==> config.mk <==
export PLATFORM = sky130hd
export DESIGN_NAME = ad_ip_jesd204_tpl_dac_fifo
export DESIGN_NICKNAME = d
export VERILOG_FILES = /design/src/rtl/ad_ip_jesd204_tpl_dac_fifo_pkg.sv /design/src/rtl/ad_ip_jesd204_tpl_dac_fifo_mem.sv /design/src/rtl/ad_ip_jesd204_tpl_dac_fifo.sv
export SDC_FILE = /design/constraint.sdc
export NUM_CORES = 2
export LEC_CHECK = 0
export ABC_AREA = 1
export ABC_CLOCK_PERIOD_IN_PS = 8400
export BUFFER_PORTS_ARGS = -buffer_cell sky130_fd_sc_hd__buf_2
export CAP_MARGIN = 5
export CORE_MARGIN = 1.5
export CORE_UTILIZATION = 62
export DETAILED_ROUTE_END_ITERATION = 8
export GPL_TIMING_DRIVEN = 1
export PLACE_DENSITY = 0.8
export RECOVER_POWER = 25
export SLEW_MARGIN = 20
export SYNTH_ARGS = -nofsm -noshare
export SYNTH_HDL_FRONTEND = slang
export SYNTH_SLANG_ARGS = --single-unit
==> constraint.sdc <==
create_clock -name clk -period 8.4 [get_ports clk]
set_input_delay 0.42 -clock clk [delete_from_list [all_inputs] [get_ports clk]]
set_output_delay 0.42 -clock clk [all_outputs]
set_load 0.005 [all_outputs]
==> src/rtl/ad_ip_jesd204_tpl_dac_fifo_pkg.sv <==
// Shared definitions for the JESD204 TPL sample FIFOs (DAC side and ADC side).
// Latency: n/a (types and constant functions only).
// Backpressure: n/a.
package ad_ip_jesd204_tpl_dac_fifo_pkg;

    // FIFO control state; the encoding is shared with the ADC-side buffer.
    typedef enum logic [1:0] {
        ST_IDLE    = 2'd0,
        ST_PREFILL = 2'd1,
        ST_RUN     = 2'd2
    } tpl_fifo_state_t;

    // Beat width in bits for a given number of link lanes (32 bits per lane).
    function automatic int tpl_dw(input int num_lanes);
        return num_lanes * 32;
    endfunction

endpackage

==> src/rtl/ad_ip_jesd204_tpl_dac_fifo_mem.sv <==
// Simple dual-port sample RAM: one write port, one synchronously read port.
// Latency: 1 cycle from rd_en to rd_data; rd_data holds when rd_en is low.
// Backpressure: none; the parent never writes a full buffer or reads an empty one.
module ad_ip_jesd204_tpl_dac_fifo_mem #(
    parameter int DW = 128,
    parameter int AW = 4
) (
    input  logic          clk,
    input  logic          wr_en,
    input  logic [AW-1:0] wr_addr,
    input  logic [DW-1:0] wr_data,
    input  logic          rd_en,
    input  logic [AW-1:0] rd_addr,
    output logic [DW-1:0] rd_data
);

    logic [DW-1:0] ram [2**AW];

    // Write port.
    always_ff @(posedge clk) begin
        if (wr_en) ram[wr_addr] <= wr_data;
    end

    // Registered read port; this register is the parent's output stage.
    always_ff @(posedge clk) begin
        if (rd_en) rd_data <= ram[rd_addr];
    end

endmodule

==> src/rtl/ad_ip_jesd204_tpl_dac_fifo.sv <==
// Elastic DMA-to-TPL DAC sample buffer with prefill threshold and underflow zero-fill.
// Latency: 1 cycle from a read strobe to dac_ddata / dac_dunf.
// Backpressure: s_axis_ready low while idle or full; reads are never stalled (zeros on empty).
module ad_ip_jesd204_tpl_dac_fifo
    import ad_ip_jesd204_tpl_dac_fifo_pkg::*;
#(
    parameter int NUM_LANES    = 4,
    parameter int NUM_CHANNELS = 2,
    parameter int DEPTH_LOG2   = 4,
    parameter int START_LEVEL  = 8
) (
    input  logic                          clk,
    input  logic                          resetn,
    input  logic [NUM_CHANNELS-1:0]       enable,
    input  logic                          s_axis_valid,
    output logic                          s_axis_ready,
    input  logic [tpl_dw(NUM_LANES)-1:0]  s_axis_data,
    input  logic [NUM_CHANNELS-1:0]       dac_valid,
    output logic [tpl_dw(NUM_LANES)-1:0]  dac_ddata,
    output logic                          dac_dunf,
    output logic [DEPTH_LOG2:0]           level
);

    localparam int DW = tpl_dw(NUM_LANES);
    localparam logic [DEPTH_LOG2:0]   FULL      = (DEPTH_LOG2+1)'(2**DEPTH_LOG2);
    localparam logic [DEPTH_LOG2:0]   START_LVL = (DEPTH_LOG2+1)'(START_LEVEL);
    localparam logic [DEPTH_LOG2:0]   LVL_ONE   = (DEPTH_LOG2+1)'(1);
    localparam logic [DEPTH_LOG2-1:0] PTR_ONE   = DEPTH_LOG2'(1);

    tpl_fifo_state_t       state;
    logic [DEPTH_LOG2-1:0] wp;
    logic [DEPTH_LOG2-1:0] rp;
    logic                  zero_sel;
    logic [DW-1:0]         mem_data;

    logic rd;
    logic en;
    logic push;
    logic pop;
    logic underflow;

    assign rd           = |dac_valid;
    assign en           = |enable;
    // Ready uses the registered level, so a same-cycle pop never opens room at full.
    assign s_axis_ready = (state != ST_IDLE) && (level != FULL);
    assign push         = s_axis_valid && s_axis_ready;
    // No bypass: an empty buffer underflows even if a beat arrives this cycle.
    assign pop          = rd && (state == ST_RUN) && (level != '0);
    assign underflow    = rd && (state == ST_RUN) && (level == '0);

    // FSM, pointers and occupancy; dropping enable flushes everything in one edge.
    always_ff @(posedge clk or negedge resetn) begin
        if (!resetn) begin
            state <= ST_IDLE;
            wp    <= '0;
            rp    <= '0;
            level <= '0;
        end else if (!en) begin
            state <= ST_IDLE;
            wp    <= '0;
            rp    <= '0;
            level <= '0;
        end else begin
            case (state)
                ST_IDLE:    state <= ST_PREFILL;
                ST_PREFILL: if (level >= START_LVL) state <= ST_RUN;
                default:    state <= ST_RUN;
            endcase
            if (push) wp <= wp + PTR_ONE;
            if (pop)  rp <= rp + PTR_ONE;
            case ({push, pop})
                2'b10:   level <= level + LVL_ONE;
                2'b01:   level <= level - LVL_ONE;
                default: level <= level;
            endcase
        end
    end

    // Output qualifiers: zero-select follows each read, underflow is a one-cycle pulse.
    always_ff @(posedge clk or negedge resetn) begin
        if (!resetn) begin
            zero_sel <= 1'b1;
            dac_dunf <= 1'b0;
        end else begin
            if (rd) zero_sel <= !pop;
            dac_dunf <= underflow;
        end
    end

    ad_ip_jesd204_tpl_dac_fifo_mem #(
        .DW (DW),
        .AW (DEPTH_LOG2)
    ) i_mem (
        .clk     (clk),
        .wr_en   (push),
        .wr_addr (wp),
        .wr_data (s_axis_data),
        .rd_en   (pop),
        .rd_addr (rp),
        .rd_data (mem_data)
    );

    assign dac_ddata = zero_sel ? '0 : mem_data;

endmodule

Word level (Yosys, flattened, before mapping)
Memory sizes are Yosys's and may differ from the RTL's. A register that Yosys moved wholly into a read port is not among the register bits.
Cells that the tools add are included.
{"block": "classes", "addsub": 4, "n_reduce_logical": 12, "n_lt_le_gt_ge": 1, "n_eq_ne": 9, "muxes": 12}
{"operator": "128-bit two-way mux", "n": 1}
{"operator": "4-bit two-way mux", "n": 4}
{"operator": "5-bit case mux with 2 select lines", "n": 1}
{"operator": "4-bit by 1-bit adder with 4-bit output, second input constant", "n": 2}
{"operator": "5-bit by 1-bit adder with 5-bit output, second input constant", "n": 1}
{"operator": "5-bit by 4-bit >= comparator with 1-bit output, second input constant", "n": 1}
{"operator": "1-bit logical AND", "n": 5}
{"operator": "5-bit logical NOT", "n": 1}
{"operator": "5-bit two-way mux", "n": 1}
{"operator": "5-bit != test, second input constant", "n": 1}
{"operator": "5-bit nonzero test", "n": 1}
{"operator": "5-bit by 1-bit subtractor with 5-bit output, second input constant", "n": 1}
{"operator": "2-bit by 1-bit equality test with 1-bit output, second input constant", "n": 2}
{"operator": "2-bit equality test, second input constant", "n": 2}
{"operator": "2-bit two-way mux", "n": 2}
{"operator": "2-bit by 1-bit != test with 1-bit output, second input constant", "n": 2}
{"operator": "2-bit case mux with 2 select lines", "n": 1}
{"operator": "2-bit OR reduction", "n": 2}
{"operator": "3-bit by 1-bit != test with 1-bit output, second input constant", "n": 1}
{"operator": "3-bit != test, second input constant", "n": 1}
{"operator": "2-bit logical NOT", "n": 1}
{"operator": "1-bit two-way mux", "n": 2}
{"operator": "2-bit nonzero test", "n": 1}
{"operator": "1-bit logical NOT", "n": 1}
{"block": "word_totals", "wordCells": 45, "ramBits": 2048, "out_inout_bits": 135, "reg_bits": 17, "in_bits": 135, "mem_count": 1}
{"memory": "i_mem.ram", "words": 16, "word_bits": 128, "rd": 1, "rd_clocked_by_memory_dff": 1, "wr": 1, "line": "ad_ip_jesd204_tpl_dac_fifo_mem.sv:17", "rtl": "logic [DW-1:0] ram [2**AW];"}

Longest topological paths before layout
{"block": "depth", "ltp_word": 6, "depth_mapped": 17, "mapped_depth_nobuf": 17}

Cells and area by module
A second synthesis with hierarchy kept.
{"block": "hier_totals", "hier_cells": 8174, "area_unflattened_um2": 91003.5}
{"module": "ad_ip_jesd204_tpl_dac_fifo_mem", "n_inst": 1, "seq_area_each_um2": 65342.7, "cells_per_inst": 7786, "area_each_um2": 88961.6}
{"module": "ad_ip_jesd204_tpl_dac_fifo", "n_inst": 1, "seq_area_each_um2": 426.7, "cells_per_inst": 388, "area_each_um2": 2042.0}

Least setup slack after synthesis
Ideal clock, no wire load.
{"block": "synth_timing", "path_kind": "reg-to-reg", "startpoint": "register level[0]", "endpoint": "memory i_mem.ram[11][0], enable pin", "path_stages_with_launch": 7, "synth_period_minus_slack_ns": 6.971, "n_path_buf": 0, "setup_time_ns": 0.617, "t_arrival_ns": 6.354, "t_required_ns": 7.783, "path_slack_ns": 1.429, "path_cell_list": "dfrtp_1 > nor2_1 > nand3_1 > nand3_2 > inv_1 > nand2_1 > nor2_1"}
{"block": "synth_via", "elab_chain_len": 5}
{"element": "start: declaration", "line": "ad_ip_jesd204_tpl_dac_fifo.sv:21", "rtl": "output logic [DEPTH_LOG2:0] level"}
{"element": "start signal: assignment", "line": "ad_ip_jesd204_tpl_dac_fifo.sv:72", "rtl": "2'b10: level <= level + LVL_ONE;"}
{"element": "start signal: assignment", "line": "ad_ip_jesd204_tpl_dac_fifo.sv:73", "rtl": "2'b01: level <= level - LVL_ONE;"}
{"element": "start signal: assignment", "line": "ad_ip_jesd204_tpl_dac_fifo.sv:74", "rtl": "default: level <= level;"}
{"element": "5-bit != test", "line": "ad_ip_jesd204_tpl_dac_fifo.sv:45", "rtl": "assign s_axis_ready = (state != ST_IDLE) && (level != FULL);"}
{"element": "1-bit logical AND", "line": "ad_ip_jesd204_tpl_dac_fifo.sv:45"}
{"element": "1-bit logical AND", "line": "ad_ip_jesd204_tpl_dac_fifo.sv:46", "rtl": "assign push = s_axis_valid && s_axis_ready;"}
{"element": "1-bit two-way mux", "line": "ad_ip_jesd204_tpl_dac_fifo_mem.sv:21", "rtl": "if (wr_en) ram[wr_addr] <= wr_data;"}
{"element": "1-bit two-way mux (implied by the code)", "line": "ad_ip_jesd204_tpl_dac_fifo_mem.sv:21"}
{"element": "end: declaration", "line": "ad_ip_jesd204_tpl_dac_fifo_mem.sv:17"}
Every way passes these cells.

==> metrics list <==
* Maximum clock frequency: 229 MHz
* Max-cap check violation count: 0
* List of most frequent post-synthesis cells: sky130_fd_sc_hd__edfxtp_1 (2176), sky130_fd_sc_hd__nor2_1 (1252), sky130_fd_sc_hd__o21ai_0 (1066), sky130_fd_sc_hd__clkbuf_1 (297), sky130_fd_sc_hd__o22ai_1 (283)
* Area of the die: 138000 sq um
- Number of buffer cells added on primary ports: 269
* Global-route wire length before repair: 317000 microns
- Post-DP HPWL: 95600 microns
- Post-synthesis cell area: 84500 sq um
- Top flip-flop cell by instance count after synthesis: sky130_fd_sc_hd__edfxtp_1
- GP Congestion: 0.778
* Sequential cell area fraction in the yosys report: 77.8%
* Starting utilization of the core area: 62.4%
- Start-to-end type of the worst setup path: reg -> reg
- Worst-case hold slack: 101 ps
- After synthesis, the share of flip-flops with an asynchronous set or reset is 0.775%.
- The worst setup path is captured at a register.
* Root Buffer: sky130_fd_sc_hd__clkbuf_16
* Count of filler cells inserted in the layout: 8476
* Number of nets in the synthesized netlist: 6170
- Counting the buffers created by CTS gives 204.
- The worst-case IR drop observed on VDD is 0.310 mV.
* Post-synthesis cell count: 6028
- Synthesis inferred 2193 register bits.
- The number of hold violations in the final report was 0.
* Fin Setup TNS: 0 ps
- Cell type with the highest aggregate area in the netlist: sky130_fd_sc_hd__edfxtp_1
- Pre-Repair DR Iteration Count: 6
- Site Rows: 135
- Arrival time at the worst endpoint: 4990 ps
* Worst-margin pin slew: 1360 ps
* Worst clock skew: 22.9 ps
- Portion of synthesized cell area occupied by the leading cell type: 77.3%
* IO Pins: 270
- Vias: 54193
- Mean instance size in the synthesized netlist: 14.0 sq um
- Fraction of final layout cells with drive strength greater than 1: 8.70%
* Via count of the first global-routing pass: 52314
* Distinct cells, synth: 35
- Across all setup checks in the final design, the least slack found is 4040 ps.
* Part of the cycle the worst path needs: 51.9%
- Sort of element at the start of the critical path: register
* H-tree depth: 4
* Final-report max-slew violation count: 0
- Chip height: 372 microns
- Result of the run: finished, final reports clean
- Counting along the longest clock path gives a buffer depth of 3.
- Counting flops with a built-in enable in the synthesized netlist gives 2176.
- Clock-pin slew on the worst setup and hold paths: 70 ps
- In the post-synthesis netlist, the biggest area contributors are sky130_fd_sc_hd__edfxtp_1 (77%), sky130_fd_sc_hd__o21ai_0 (6.3%), sky130_fd_sc_hd__nor2_1 (5.6%).
- Die span in x: 372 microns
- Antenna Nets Post-Route: 0
- For this run, the number of Yosys warnings is 0.
* Maximum number of pins on one net before global-route repair: 245
* Final count of negative-setup-slack endpoints: 0
* Remaining global-route overflow: 0
- TritonCTS clock tree: yes
- For this run, design rule violations remaining after detail routing come to 0.
- After clock tree synthesis, the setup repair step added 0 buffers.
- Setup repair after global routing left no endpoint under its margin.
- Worst min-delay path category: in -> reg
- Core box area: 135000 sq um
* Via-per-instance ratio: 6.58
* Power density over the cells: 309 nW/um^2
- Number of clock sinks: 2193
- Relative to the synthesized area, the layout overhead comes to 12.1%.
* Wire length reported by the detailed router: 214000 microns
- Starting DRT DRC Count: 7574
- Worst-skew pair later-pin latency: 820 ps
* Final critical delay including setup and external delays: 4360 ps
- Average wire per cell in the routed design: 26.0 microns
* Post-place setup slack: 4220 ps
- Summed over all cells, the static leakage comes to 31.2 nW.
- Yosys instantiated no cell more often than sky130_fd_sc_hd__edfxtp_1.
- The net count of the finished layout is 6410.
- The worst pin sits at a relative slew slack of 9.46%.
- At the worst endpoint, the required time is 9030 ps.
* Maximum net fanout on the critical path: 93
- For this run, the total global-route usage over all layers was measured as 30.7%.
- The initial antenna violation count came to 25.
[critical path, cell delays in order (launching register included)]
cell,delay (ps)
sky130_fd_sc_hd__dfrtp_4,840
sky130_fd_sc_hd__buf_4,700
sky130_fd_sc_hd__buf_4,850
sky130_fd_sc_hd__buf_4,740
sky130_fd_sc_hd__o21ai_0,270
sky130_fd_sc_hd__o22ai_1,240
sky130_fd_sc_hd__nor2_1,60
sky130_fd_sc_hd__o32ai_1,250
[routing by layer]
layer  global-route usage [%]  up-vias  wire length [microns]  share of wire (%)
li1                         -    23270                      -                  -
met1                     41.3    26766                  77900                 36
met2                     50.1     3536                 105000                 49
met3                     5.59      599                  22900                 11
met4                     12.6       22                   8250                3.9
met5                        0        -                    145              0.068
[path summary, 6_finish.rpt]
| path | cells past startpoint | endpoint | startpoint | slack [ps] |
|---|---|---|---|---|
| setup / recovery | 7 | i_mem.rd_data[36] | rp[0] | 4040 |
| max in group asynchronous | 2 | rp[3] | resetn | 7330 |
| hold reg to reg | 3 | dac_dunf | state[0] | 520 |
| min in group asynchronous | 2 | rp[1] | resetn | 310 |
| setup reg to reg | 7 | i_mem.rd_data[36] | rp[0] | 4040 |
| hold / removal | 3 | rp[1] | enable[1] | 100 |
[report_power, final]
group	leakage, nW	internal (W)	total (W)	switching [W]
clock	3.08	0.00486	0.00880	0.00394
combinational	8.30	0.00205	0.00721	0.00516
sequential	19.8	0.0130	0.0132	0.000249
total	31.2	0.0199	0.0292	0.00935
[cell type report]
class	count	area [sq um]	share of cell area [%]
diodes	16	40.0	0.0423
clock buffers	255	5320	5.61
clock inverters	128	1010	1.07
inverters	154	622	0.657
multi-input cells	3243	16400	17.3
flip-flops and latches	2193	65800	69.5
well taps	1781	2230	2.35
repair buffers	472	3350	3.53
[state kept, by name, indices dropped and copies added (netlist names)]
name,cells
dac_dunf,1
i_mem.ram,2048
i_mem.rd_data,128
level,5
rp,4
state,2
wp,4
zero_sel,1
[cells by family after synthesis]
family                     Yosys count  synth area share [%]
xor gates and xnor gates             3                0.0311
and+or+nand+nor                   1457                  6.63
AOI/OAI and AO/OA                 1769                  12.4
adders and majority gates            7                 0.104
buffers and inverters              592                  2.95
muxes                                7                0.0829
DFF                               2193                  77.8
[what timing repair did]
| action | in CTS | in global routing |
|---|---|---|
| gates resized for setup | 0 | 0 |
| hold buffers | 135 | 0 |
| hold endpoints to repair | 2071 | 0 |
[through the flow]
stage	cell area (sq um)	total power (W)	cells	util (%)
after floorplan	84500	0.0185	6028	-
after detailed placement	87100	0.0204	7707	64.3
after CTS	94700	0.0292	8225	70.0
after global placement	87100	0.0201	7707	64.3
final	94700	0.0292	8242	70.0
after global routing	94700	0.0304	8233	70.0
[placed cells by master, fill, tap and decap left out, types with 7 or more instances in the layout]
| cell type | n |
|---|---|
| sky130_fd_sc_hd__edfxtp_1 | 2176 |
| sky130_fd_sc_hd__nor2_1 | 1236 |
| sky130_fd_sc_hd__o21ai_0 | 1066 |
| sky130_fd_sc_hd__o22ai_1 | 283 |
| sky130_fd_sc_hd__o221ai_1 | 270 |
| sky130_fd_sc_hd__clkbuf_16 | 205 |
| sky130_fd_sc_hd__buf_2 | 191 |
| sky130_fd_sc_hd__inv_1 | 147 |
| sky130_fd_sc_hd__dlygate4sd3_1 | 135 |
| sky130_fd_sc_hd__clkbuf_1 | 128 |
| sky130_fd_sc_hd__nand2_1 | 107 |
| sky130_fd_sc_hd__nand3_1 | 89 |
| sky130_fd_sc_hd__o211ai_1 | 73 |
| sky130_fd_sc_hd__clkinv_1 | 61 |
| sky130_fd_sc_hd__o21ai_1 | 60 |
| sky130_fd_sc_hd__buf_4 | 49 |
| sky130_fd_sc_hd__clkinv_2 | 32 |
| sky130_fd_sc_hd__buf_12 | 17 |
| sky130_fd_sc_hd__diode_2 | 16 |
| sky130_fd_sc_hd__nor2_4 | 16 |
| sky130_fd_sc_hd__bufinv_16 | 12 |
| sky130_fd_sc_hd__dfrtp_1 | 12 |
| sky130_fd_sc_hd__inv_6 | 10 |
| sky130_fd_sc_hd__mux2i_1 | 7 |
| sky130_fd_sc_hd__ha_1 | 7 |
Note: power is estimated with default switching activity, not from simulation.
